==> config.mk <==
export PLATFORM = sky130hd
export DESIGN_NAME = decode_stage
export DESIGN_NICKNAME = d
export VERILOG_FILES = /design/src/rtl/mips_pkg.sv /design/src/rtl/regfile_2r1w.sv /design/src/rtl/decode_stage.sv
export SDC_FILE = /design/constraint.sdc
export NUM_CORES = 2
export LEC_CHECK = 0
export CELL_PAD_IN_SITES_DETAIL_PLACEMENT = 2
export CELL_PAD_IN_SITES_GLOBAL_PLACEMENT = 2
export CORE_MARGIN = 2
export CORE_UTILIZATION = 25
export CTS_CLUSTER_SIZE = 16
export DETAILED_ROUTE_END_ITERATION = 8
export GPL_ROUTABILITY_DRIVEN = 0
export GPL_TIMING_DRIVEN = 1
export PLACE_DENSITY = 0.57
export SYNTH_ARGS = -nofsm -noshare
export SYNTH_HDL_FRONTEND = slang
export SYNTH_SLANG_ARGS = --single-unit
==> constraint.sdc <==
create_clock -name clock -period 3.3 [get_ports clock]
set_input_delay 0.495 -clock clock [delete_from_list [all_inputs] [get_ports clock]]
set_output_delay 0.495 -clock clock [all_outputs]
set_load 0.01 [all_outputs]
==> src/rtl/mips_pkg.sv <==
// rtl/mips_pkg.sv - shared MIPS opcode, funct, ALU and control encodings
// Purpose: common constants and enums for the fetch, decode and execute stages.
// Ports:   none (package).
package mips_pkg;

   localparam int DATA_W = 32;
   localparam int REG_AW = 5;

   // Primary opcodes, instr[31:26]
   localparam logic [5:0] OP_RTYPE = 6'h00;
   localparam logic [5:0] OP_J     = 6'h02;
   localparam logic [5:0] OP_JAL   = 6'h03;
   localparam logic [5:0] OP_BEQ   = 6'h04;
   localparam logic [5:0] OP_BNE   = 6'h05;
   localparam logic [5:0] OP_ADDI  = 6'h08;
   localparam logic [5:0] OP_ADDIU = 6'h09;
   localparam logic [5:0] OP_SLTI  = 6'h0A;
   localparam logic [5:0] OP_SLTIU = 6'h0B;
   localparam logic [5:0] OP_ANDI  = 6'h0C;
   localparam logic [5:0] OP_ORI   = 6'h0D;
   localparam logic [5:0] OP_XORI  = 6'h0E;
   localparam logic [5:0] OP_LUI   = 6'h0F;
   localparam logic [5:0] OP_LW    = 6'h23;
   localparam logic [5:0] OP_SW    = 6'h2B;

   // R-type function codes, instr[5:0]
   localparam logic [5:0] FN_SLL  = 6'h00;
   localparam logic [5:0] FN_SRL  = 6'h02;
   localparam logic [5:0] FN_SRA  = 6'h03;
   localparam logic [5:0] FN_JR   = 6'h08;
   localparam logic [5:0] FN_ADD  = 6'h20;
   localparam logic [5:0] FN_ADDU = 6'h21;
   localparam logic [5:0] FN_SUB  = 6'h22;
   localparam logic [5:0] FN_SUBU = 6'h23;
   localparam logic [5:0] FN_AND  = 6'h24;
   localparam logic [5:0] FN_OR   = 6'h25;
   localparam logic [5:0] FN_XOR  = 6'h26;
   localparam logic [5:0] FN_NOR  = 6'h27;
   localparam logic [5:0] FN_SLT  = 6'h2A;
   localparam logic [5:0] FN_SLTU = 6'h2B;

   typedef enum logic [3:0] {
      ALU_ADD      = 4'd0,
      ALU_SUB      = 4'd1,
      ALU_AND      = 4'd2,
      ALU_OR       = 4'd3,
      ALU_XOR      = 4'd4,
      ALU_NOR      = 4'd5,
      ALU_SLT      = 4'd6,
      ALU_SLTU     = 4'd7,
      ALU_SLL      = 4'd8,
      ALU_SRL      = 4'd9,
      ALU_SRA      = 4'd10,
      ALU_LUI      = 4'd11,
      ALU_PASS_PC8 = 4'd12
   } alu_op_e;

   typedef enum logic [1:0] {
      BR_NONE = 2'b00,
      BR_BEQ  = 2'b01,
      BR_BNE  = 2'b10
   } branch_e;

   typedef enum logic [1:0] {
      JMP_NONE   = 2'b00,
      JMP_TARGET = 2'b01,
      JMP_REG    = 2'b10
   } jump_e;

endpackage

==> src/rtl/regfile_2r1w.sv <==
// rtl/regfile_2r1w.sv - 2-read 1-write register file with write-through bypass
// Purpose: architectural registers; $0 reads as zero and ignores writes.
// Ports:   clock/reset; rd_addr_a/b -> rd_data_a/b (combinational);
//          wr_en/wr_addr/wr_data write on posedge.
module regfile_2r1w
   import mips_pkg::*;
#(
   parameter int DATA_W = 32,
   parameter int REG_AW = 5
) (
   input  logic              clock,
   input  logic              reset,
   input  logic [REG_AW-1:0] rd_addr_a,
   output logic [DATA_W-1:0] rd_data_a,
   input  logic [REG_AW-1:0] rd_addr_b,
   output logic [DATA_W-1:0] rd_data_b,
   input  logic              wr_en,
   input  logic [REG_AW-1:0] wr_addr,
   input  logic [DATA_W-1:0] wr_data
);

   logic [DATA_W-1:0] mem_q [2**REG_AW];
   logic [DATA_W-1:0] mem_d [2**REG_AW];

   always_comb begin
      mem_d = mem_q;
      if (wr_en && (wr_addr != '0)) begin
         mem_d[wr_addr] = wr_data;
      end
   end

   always_ff @(posedge clock) begin
      if (reset) begin
         mem_q <= '{default: '0};
      end else begin
         mem_q <= mem_d;
      end
   end

   // A write landing in the same cycle is visible to the reader, so decode
   // never sees a stale value for a result retiring this cycle.
   assign rd_data_a = (rd_addr_a == '0) ? '0 :
                      (wr_en && (wr_addr == rd_addr_a)) ? wr_data : mem_q[rd_addr_a];
   assign rd_data_b = (rd_addr_b == '0) ? '0 :
                      (wr_en && (wr_addr == rd_addr_b)) ? wr_data : mem_q[rd_addr_b];

endmodule

==> src/rtl/decode_stage.sv <==
// rtl/decode_stage.sv - MIPS decode stage: field split, control, operands, hazard bubble
// Purpose: decodes one fetched instruction per cycle into a registered bundle for execute.
// Ports:   clock/reset; i_valid/i_instr/i_pc/i_ready from fetch; flush from execute;
//          wb_en/wb_addr/wb_data register writeback; ex_ready and d_* bundle to execute.
module decode_stage
   import mips_pkg::*;
#(
   parameter int DATA_W = 32,
   parameter int REG_AW = 5
) (
   input  logic              clock,
   input  logic              reset,
   input  logic              i_valid,
   input  logic [31:0]       i_instr,
   input  logic [31:0]       i_pc,
   output logic              i_ready,
   input  logic              flush,
   input  logic              wb_en,
   input  logic [REG_AW-1:0] wb_addr,
   input  logic [DATA_W-1:0] wb_data,
   input  logic              ex_ready,
   output logic              d_valid,
   output logic [31:0]       d_pc,
   output logic [DATA_W-1:0] d_rs_data,
   output logic [DATA_W-1:0] d_rt_data,
   output logic [DATA_W-1:0] d_imm,
   output logic [4:0]        d_shamt,
   output logic [REG_AW-1:0] d_dest,
   output logic [3:0]        d_alu_op,
   output logic              d_alu_imm,
   output logic              d_mem_read,
   output logic              d_mem_write,
   output logic              d_reg_write,
   output logic [1:0]        d_branch,
   output logic [1:0]        d_jump,
   output logic              d_illegal
);

   // Instruction fields
   logic [5:0]        opcode;
   logic [5:0]        funct;
   logic [REG_AW-1:0] rs_idx;
   logic [REG_AW-1:0] rt_idx;
   logic [REG_AW-1:0] rd_idx;
   logic [15:0]       imm16;
   logic [DATA_W-1:0] rs_val;
   logic [DATA_W-1:0] rt_val;

   assign opcode = i_instr[31:26];
   assign funct  = i_instr[5:0];
   assign rs_idx = REG_AW'(i_instr[25:21]);
   assign rt_idx = REG_AW'(i_instr[20:16]);
   assign rd_idx = REG_AW'(i_instr[15:11]);
   assign imm16  = i_instr[15:0];

   regfile_2r1w #(
      .DATA_W (DATA_W),
      .REG_AW (REG_AW)
   ) u_regfile (
      .clock     (clock),
      .reset     (reset),
      .rd_addr_a (rs_idx),
      .rd_data_a (rs_val),
      .rd_addr_b (rt_idx),
      .rd_data_b (rt_val),
      .wr_en     (wb_en),
      .wr_addr   (wb_addr),
      .wr_data   (wb_data)
   );

   // Combinational decode
   logic [REG_AW-1:0] dec_dest;
   alu_op_e           dec_alu_op;
   logic              dec_alu_imm;
   logic              dec_mem_read;
   logic              dec_mem_write;
   logic              dec_reg_write;
   branch_e           dec_branch;
   jump_e             dec_jump;
   logic              dec_illegal;
   logic              dec_uses_rt;
   logic [DATA_W-1:0] dec_imm;

   always_comb begin
      dec_dest      = '0;
      dec_alu_op    = ALU_ADD;
      dec_alu_imm   = 1'b0;
      dec_mem_read  = 1'b0;
      dec_mem_write = 1'b0;
      dec_reg_write = 1'b0;
      dec_branch    = BR_NONE;
      dec_jump      = JMP_NONE;
      dec_illegal   = 1'b0;
      dec_uses_rt   = 1'b0;
      dec_imm       = {{(DATA_W-16){imm16[15]}}, imm16};

      case (opcode)
         OP_RTYPE: begin
            dec_dest      = rd_idx;
            dec_reg_write = 1'b1;
            dec_uses_rt   = 1'b1;
            case (funct)
               FN_ADD, FN_ADDU: dec_alu_op = ALU_ADD;
               FN_SUB, FN_SUBU: dec_alu_op = ALU_SUB;
               FN_AND:          dec_alu_op = ALU_AND;
               FN_OR:           dec_alu_op = ALU_OR;
               FN_XOR:          dec_alu_op = ALU_XOR;
               FN_NOR:          dec_alu_op = ALU_NOR;
               FN_SLT:          dec_alu_op = ALU_SLT;
               FN_SLTU:         dec_alu_op = ALU_SLTU;
               FN_SLL:          dec_alu_op = ALU_SLL;
               FN_SRL:          dec_alu_op = ALU_SRL;
               FN_SRA:          dec_alu_op = ALU_SRA;
               FN_JR: begin
                  dec_reg_write = 1'b0;
                  dec_uses_rt   = 1'b0;
                  dec_jump      = JMP_REG;
               end
               default: begin
                  dec_dest      = '0;
                  dec_reg_write = 1'b0;
                  dec_illegal   = 1'b1;
               end
            endcase
         end
         OP_ADDI, OP_ADDIU: begin
            dec_dest      = rt_idx;
            dec_reg_write = 1'b1;
            dec_alu_imm   = 1'b1;
         end
         OP_SLTI: begin
            dec_dest      = rt_idx;
            dec_reg_write = 1'b1;
            dec_alu_imm   = 1'b1;
            dec_alu_op    = ALU_SLT;
         end
         OP_SLTIU: begin
            dec_dest      = rt_idx;
            dec_reg_write = 1'b1;
            dec_alu_imm   = 1'b1;
            dec_alu_op    = ALU_SLTU;
         end
         OP_ANDI: begin
            dec_dest      = rt_idx;
            dec_reg_write = 1'b1;
            dec_alu_imm   = 1'b1;
            dec_alu_op    = ALU_AND;
            dec_imm       = DATA_W'(imm16);
         end
         OP_ORI: begin
            dec_dest      = rt_idx;
            dec_reg_write = 1'b1;
            dec_alu_imm   = 1'b1;
            dec_alu_op    = ALU_OR;
            dec_imm       = DATA_W'(imm16);
         end
         OP_XORI: begin
            dec_dest      = rt_idx;
            dec_reg_write = 1'b1;
            dec_alu_imm   = 1'b1;
            dec_alu_op    = ALU_XOR;
            dec_imm       = DATA_W'(imm16);
         end
         OP_LUI: begin
            dec_dest      = rt_idx;
            dec_reg_write = 1'b1;
            dec_alu_imm   = 1'b1;
            dec_alu_op    = ALU_LUI;
            dec_imm       = DATA_W'({imm16, 16'h0000});
         end
         OP_LW: begin
            dec_dest      = rt_idx;
            dec_reg_write = 1'b1;
            dec_alu_imm   = 1'b1;
            dec_mem_read  = 1'b1;
         end
         OP_SW: begin
            dec_dest      = rt_idx;
            dec_alu_imm   = 1'b1;
            dec_mem_write = 1'b1;
            dec_uses_rt   = 1'b1;
         end
         OP_BEQ: begin
            dec_dest    = rt_idx;
            dec_alu_op  = ALU_SUB;
            dec_branch  = BR_BEQ;
            dec_uses_rt = 1'b1;
         end
         OP_BNE: begin
            dec_dest    = rt_idx;
            dec_alu_op  = ALU_SUB;
            dec_branch  = BR_BNE;
            dec_uses_rt = 1'b1;
         end
         OP_J: begin
            dec_jump = JMP_TARGET;
            dec_imm  = DATA_W'({i_pc[31:28], i_instr[25:0], 2'b00});
         end
         OP_JAL: begin
            dec_jump      = JMP_TARGET;
            dec_imm       = DATA_W'({i_pc[31:28], i_instr[25:0], 2'b00});
            dec_dest      = REG_AW'(31);
            dec_reg_write = 1'b1;
            dec_alu_op    = ALU_PASS_PC8;
         end
         default: begin
            dec_illegal = 1'b1;
         end
      endcase

      // $0 is a sink; nothing downstream should treat it as a real write.
      if (dec_dest == '0) begin
         dec_reg_write = 1'b0;
      end
   end

   // Output pipeline register
   logic              valid_q,     valid_d;
   logic [31:0]       pc_q,        pc_d;
   logic [DATA_W-1:0] rs_data_q,   rs_data_d;
   logic [DATA_W-1:0] rt_data_q,   rt_data_d;
   logic [DATA_W-1:0] imm_q,       imm_d;
   logic [4:0]        shamt_q,     shamt_d;
   logic [REG_AW-1:0] dest_q,      dest_d;
   logic [3:0]        alu_op_q,    alu_op_d;
   logic              alu_imm_q,   alu_imm_d;
   logic              mem_read_q,  mem_read_d;
   logic              mem_write_q, mem_write_d;
   logic              reg_write_q, reg_write_d;
   logic [1:0]        branch_q,    branch_d;
   logic [1:0]        jump_q,      jump_d;
   logic              illegal_q,   illegal_d;

   logic hazard;
   logic load;
   logic take;

   // A load in the output register cannot forward to its immediate consumer,
   // so the consumer waits one cycle while a bubble goes down the pipe.
   assign hazard = valid_q & mem_read_q & (dest_q != '0) &
                   ((dest_q == rs_idx) | ((dest_q == rt_idx) & dec_uses_rt));

   assign i_ready = (~hazard & (~valid_q | ex_ready)) | flush;
   assign load    = flush | ~valid_q | ex_ready;
   // Under flush the input is consumed but never reaches execute.
   assign take    = i_valid & i_ready & ~flush;

   always_comb begin
      valid_d     = valid_q;
      pc_d        = pc_q;
      rs_data_d   = rs_data_q;
      rt_data_d   = rt_data_q;
      imm_d       = imm_q;
      shamt_d     = shamt_q;
      dest_d      = dest_q;
      alu_op_d    = alu_op_q;
      alu_imm_d   = alu_imm_q;
      mem_read_d  = mem_read_q;
      mem_write_d = mem_write_q;
      reg_write_d = reg_write_q;
      branch_d    = branch_q;
      jump_d      = jump_q;
      illegal_d   = illegal_q;

      if (load) begin
         if (take) begin
            valid_d     = 1'b1;
            pc_d        = i_pc;
            rs_data_d   = rs_val;
            rt_data_d   = rt_val;
            imm_d       = dec_imm;
            shamt_d     = i_instr[10:6];
            dest_d      = dec_dest;
            alu_op_d    = dec_alu_op;
            alu_imm_d   = dec_alu_imm;
            mem_read_d  = dec_mem_read;
            mem_write_d = dec_mem_write;
            reg_write_d = dec_reg_write;
            branch_d    = dec_branch;
            jump_d      = dec_jump;
            illegal_d   = dec_illegal;
         end else begin
            // Bubble: fully zeroed so a stray control bit can never leak.
            valid_d     = 1'b0;
            pc_d        = '0;
            rs_data_d   = '0;
            rt_data_d   = '0;
            imm_d       = '0;
            shamt_d     = '0;
            dest_d      = '0;
            alu_op_d    = '0;
            alu_imm_d   = 1'b0;
            mem_read_d  = 1'b0;
            mem_write_d = 1'b0;
            reg_write_d = 1'b0;
            branch_d    = '0;
            jump_d      = '0;
            illegal_d   = 1'b0;
         end
      end
   end

   always_ff @(posedge clock) begin
      if (reset) begin
         valid_q     <= 1'b0;
         pc_q        <= '0;
         rs_data_q   <= '0;
         rt_data_q   <= '0;
         imm_q       <= '0;
         shamt_q     <= '0;
         dest_q      <= '0;
         alu_op_q    <= '0;
         alu_imm_q   <= 1'b0;
         mem_read_q  <= 1'b0;
         mem_write_q <= 1'b0;
         reg_write_q <= 1'b0;
         branch_q    <= '0;
         jump_q      <= '0;
         illegal_q   <= 1'b0;
      end else begin
         valid_q     <= valid_d;
         pc_q        <= pc_d;
         rs_data_q   <= rs_data_d;
         rt_data_q   <= rt_data_d;
         imm_q       <= imm_d;
         shamt_q     <= shamt_d;
         dest_q      <= dest_d;
         alu_op_q    <= alu_op_d;
         alu_imm_q   <= alu_imm_d;
         mem_read_q  <= mem_read_d;
         mem_write_q <= mem_write_d;
         reg_write_q <= reg_write_d;
         branch_q    <= branch_d;
         jump_q      <= jump_d;
         illegal_q   <= illegal_d;
      end
   end

   assign d_valid     = valid_q;
   assign d_pc        = pc_q;
   assign d_rs_data   = rs_data_q;
   assign d_rt_data   = rt_data_q;
   assign d_imm       = imm_q;
   assign d_shamt     = shamt_q;
   assign d_dest      = dest_q;
   assign d_alu_op    = alu_op_q;
   assign d_alu_imm   = alu_imm_q;
   assign d_mem_read  = mem_read_q;
   assign d_mem_write = mem_write_q;
   assign d_reg_write = reg_write_q;
   assign d_branch    = branch_q;
   assign d_jump      = jump_q;
   assign d_illegal   = illegal_q;

endmodule

==> impl_results.rst <==
.. list-table::
   :header-rows: 1

   * - Metric
     - Value
   * - Final instance area
     - about 70000 sq um
   * - Final setup fails
     - 0
   * - Post-Syn Nets
     - roughly 6600
   * - Tcrit/Tclk final
     - 0.976
   * - Worst Max-Slew Pin Slew
     - around 1.1 ns
   * - Overflow left after global routing
     - 0
   * - Synthesized cell area
     - between 50000 and 60000 sq um
   * - Type of the setup path with the least slack
     - primary input to primary output
   * - Time the worst path needs with I/O delays and setup
     - between 3 and 4 ns
   * - Largest family of logic cells by synthesized area
     - multiplexers
   * - Worst slew margin
     - 0.264
   * - Die outline area
     - about 230000 sq um
   * - Worst EP arrival
     - approximately 2.7 ns
   * - Total power density per cell area
     - slightly below 500 nW/um^2
   * - Post-synthesis sequential area ratio
     - 0.411
   * - Htree depth
     - 4
   * - Cells traversed along the worst timing path
     - clkdlybuf4s50_1, or4_1, or3_1, a211oi_4, o21ai_2, a21oi_2, dlygate4sd2_1
   * - Global-route track usage on met2
     - 0.403
   * - Fraction of the mapped netlist area in adder cells
     - 0
   * - Root buf cell
     - clkbuf_16
   * - Clk slew on worst S/H paths
     - approximately 0.060 ns
   * - Startpoint of the worst register-to-register path
     - d_dest[4]
   * - Setup WS pre-CTS
     - -0.273 ns
   * - Family with the most delay on the worst path
     - simple AND/OR/NAND/NOR gates
   * - Overall routed net length
     - 285000 um
   * - Instance area after placement
     - roughly 65000 sq um
   * - Met1 Track Usage GR
     - 0.317
   * - Outcome
     - completed
   * - Skew-Pair Late Insertion Delay
     - between 0.8 and 0.9 ns
   * - Die outline width
     - between 400 and 500 um
   * - Number of violations reported at the end of detailed-routing iteration 0
     - 3660
   * - Maximum Capacitance Violations
     - 0
   * - Hold Buf Count CTS
     - 0
   * - Number of standard-cell rows in the floorplan
     - approximately 180
   * - Worst hold path stage count
     - 2
   * - GR Layer Usage met3
     - 0.0276
   * - Peak supply drop
     - approximately 0.00047 V
   * - Synthesized area per cell
     - about 8.8 sq um
   * - Share of the synthesized netlist area taken by xor and xnor gates
     - 0.00321
   * - Count of non-filler cells in the finished layout
     - between 9000 and 10000
   * - Count of nets left with antenna violations after detail routing
     - 0
   * - Max stage delay cell, worst path
     - or4_1
   * - Count of TritonRoute iterations in the first routing pass
     - 5
   * - Via count
     - 53000
   * - Area overhead of the layout relative to synthesis
     - 22.6%
   * - Initial Util
     - 0.252
   * - Startpoint of the tightest hold check path
     - reset
   * - Synth Area in Compound Gates
     - 0.159
   * - Crit path max fanout
     - 2
   * - Final setup margin
     - roughly 0.08 ns
   * - Number of slew-limit violations in the final report
     - 0
   * - Worst Hold End
     - d_valid
   * - WP buf/inv
     - 2
   * - Die Span Y
     - just under 500 um
   * - Most instantiated flip-flop cell in the synthesis netlist
     - dfxtp_1
   * - First-pass GRT wire length
     - a little over 400000 um
   * - Fraction of synthesized area in multiplexers
     - 0.211
   * - Hold Slack
     - ~0.057 ns
   * - Post-synthesis share of cell area spent on and, or, nand and nor gates
     - 0.167
   * - Clock tree from TritonCTS
     - built
   * - Number of synthesis warnings
     - 0
   * - Final number of hold-violating endpoints
     - 0
   * - Placed Instances
     - about 9500
   * - Total I/O pin count
     - 260
   * - Switching power summed over all nets
     - between 8 and 9 mW
   * - Number of instances in the synthesized netlist
     - roughly 6500
   * - Category of the worst setup path capture point
     - primary output
   * - R2R Setup Slk
     - ~0.9 ns
   * - DRC violations left
     - 0
   * - Number of cells on the worst reg-to-reg path
     - 8
   * - Filler cell count in the final layout
     - about 25000
   * - Peak clock frequency supported by timing
     - between 300 and 400 MHz
   * - Layer with the highest usage after global routing
     - met2
   * - Share of cells above drive strength 1
     - 0.179
   * - Worst min path class
     - primary input to flop
   * - Relative contribution of sequential cells to total power
     - 0.424
   * - Number of global-route vias before repair
     - between 50000 and 60000
   * - Worst Path Required
     - around 2.8 ns
   * - Switching Share
     - 0.262
   * - Total power draw
     - 34.0 mW
   * - Post-detailed-route wirelength per cell
     - between 20 and 30 um
   * - Setup Total Neg Slack
     - 0 ns
   * - Gr usage total
     - 0.241
   * - Placed wire-length estimate after detailed placement
     - about 180000 um
   * - Clock share of power
     - 0.492
   * - Crit path launch type
     - primary input
   * - Buffer levels on the longest clock path
     - 3
   * - RSZ-0062 raised after global routing
     - false
   * - Quantity of I/O buffers inserted on ports
     - ~260
   * - Pin count of the biggest net entering global routing
     - a little under 200
   * - Count of unique library cells instantiated by Yosys
     - 61
   * - Per-cell via count in the routed design
     - roughly 5.4
   * - Final #Nets
     - around 6700
   * - Total number of clock tree sinks
     - 1176
   * - Share of synthesized registers carrying an async set or reset
     - 0
   * - Terminus of the critical flop-to-flop path
     - d_rs_data[17]
   * - Final core area utilization
     - 0.309
   * - Crit-path max cell delay
     - approximately 0.5 ns
   * - Antenna violations before repair
     - 21
   * - Post-route clock skew
     - between 0.03 and 0.04 ns
   * - Total internal power
     - 25.1 mW
   * - Power share of the combinational group
     - 0.084
   * - Number of enable flip-flop cells after synthesis
     - 0
   * - Core region area
     - approximately 230000 sq um
   * - Leakage dissipation
     - between 20 and 25 nW
   * - TritonCTS buffer count
     - ~150
   * - FF+latch count, synth
     - between 1000 and 1500
[timing repair]
item	in CTS	in global routing
buffers inserted	0	0
endpoints found under the setup margin	1	1
pin swaps	0	0
gates resized for setup	2	1
[sequential cells by signal (all words and copies together), names as in the netlist, 2 cells and up]
register / cells
d_alu_op: 4
d_branch: 2
d_dest: 5
d_imm: 32
d_jump: 2
d_pc: 32
d_rs_data: 32
d_rt_data: 32
d_shamt: 5
u_regfile.mem_q: 1024
[cells in the mapped netlist (3+ instances only)]
library cell | instances | share of area
nand2_1 | 2177 | 0.14
dfxtp_1 | 1176 | 0.41
a21oi_1 | 1093 | 0.095
clkbuf_1 | 570 | 0.037
mux4_2 | 467 | 0.18
a22oi_1 | 206 | 0.027
mux2i_1 | 112 | 0.020
nor2_1 | 111 | 0.0073
o221ai_1 | 50 | 0.0076
buf_1 | 49 | 0.0032
buf_2 | 49 | 0.0043
nor2b_1 | 48 | 0.0052
mux2_2 | 39 | 0.0077
inv_1 | 37 | 0.0024
o21ai_0 | 37 | 0.0032
a221oi_1 | 26 | 0.0040
nor3_1 | 26 | 0.0023
nand3_1 | 25 | 0.0022
a221o_1 | 22 | 0.0038
clkbuf_2 | 22 | 0.0019
o22ai_1 | 21 | 0.0023
a32o_1 | 19 | 0.0033
a211oi_1 | 14 | 0.0018
xor2_1 | 13 | 0.0020
a211o_1 | 12 | 0.0018
o2bb2ai_2 | 10 | 0.0026
a22o_1 | 8 | 0.0012
o2111ai_1 | 8 | 0.0012
xnor2_1 | 8 | 0.0012
nand3b_1 | 7 | 0.00092
or2_2 | 7 | 0.00076
and2_1 | 6 | 0.00065
nand2b_1 | 6 | 0.00065
nor3b_1 | 6 | 0.00079
nor4_1 | 5 | 0.00055
and3b_1 | 4 | 0.00061
nand4_1 | 4 | 0.00044
o2bb2ai_1 | 4 | 0.00061
or4_1 | 4 | 0.00052
buf_6 | 3 | 0.00059
or3_1 | 3 | 0.00033
or3b_2 | 3 | 0.00046
[per-layer routing]
| layer | wire length (um) | vias up |
|---|---|---|
| li1 | - | 23000 |
| met4 | 11200 | 0 |
| met5 | 0 | - |
| met3 | 11900 | 406 |
| met1 | 125000 | 28400 |
| met2 | 138000 | 1215 |
[cell usage in the layout (no fill, tap or decap), drive strengths merged, types with 19 or more instances in the layout]
| master | synthesis | layout |
|---|---|---|
| nand2 | 2177 | 2177 |
| dfxtp | 1176 | 1176 |
| a21oi | 1094 | 1094 |
| mux4 | 467 | 467 |
| buf | 103 | 367 |
| clkdlybuf4s50 | 0 | 245 |
| clkbuf | 592 | 217 |
| a22oi | 206 | 206 |
| mux2i | 112 | 112 |
| nor2 | 111 | 111 |
| o221ai | 50 | 50 |
| nor2b | 48 | 48 |
| inv | 37 | 43 |
| mux2 | 39 | 39 |
| o21ai | 38 | 38 |
| a221oi | 26 | 26 |
| nor3 | 26 | 26 |
| nand3 | 25 | 25 |
| clkinv | 0 | 25 |
| a221o | 22 | 22 |
| o22ai | 21 | 21 |
| a32o | 19 | 19 |
[worst max path at each step]
stage / startpoint / to / slack, ns / cells past startpoint
floorplan: i_instr[21] / d_rs_data[10] / 0.67 / 11
global placement: i_instr[1] / i_ready / -0.28 / 7
detailed placement: i_instr[0] / i_ready / -0.27 / 7
CTS: i_instr[0] / i_ready / 0.03 / 7
global route: i_instr[0] / i_ready / 0.05 / 7
finish: i_instr[0] / i_ready / 0.08 / 7
[cells by family after synthesis]
group / count (synthesis)
DFF: 1176
muxes: 618
xor gates and xnor gates: 21
and+or+nand+nor: 2448
AOI/OAI and AO/OA: 1545
buffers and inverters: 732
[power groups by stage]
stage,combinational [mW],sequential (mW),clock (mW)
3_5_place_dp,2.87,14.7,0
4_1_cts,2.88,14.4,17.2
5_1_grt,3.01,14.4,17.7
6_report,2.86,14.4,16.7
3_3_place_gp,2.84,14.7,0
2_1_floorplan,1.48,14.7,0
[area by class of cell]
class                   instances  area [sq um]  share of cell area
flip-flops and latches       1176         23500               0.335
clock buffers                 217          4380              0.0624
multi-input cells            4632         31300               0.446
diodes                         16          40.0            0.000570
repair buffers                613          6600              0.0939
well taps                    3009          3760              0.0536
clock inverters                41           480             0.00684
inverters                      37           139             0.00198
No activity file was read; power rests on OpenSTA's default activity.
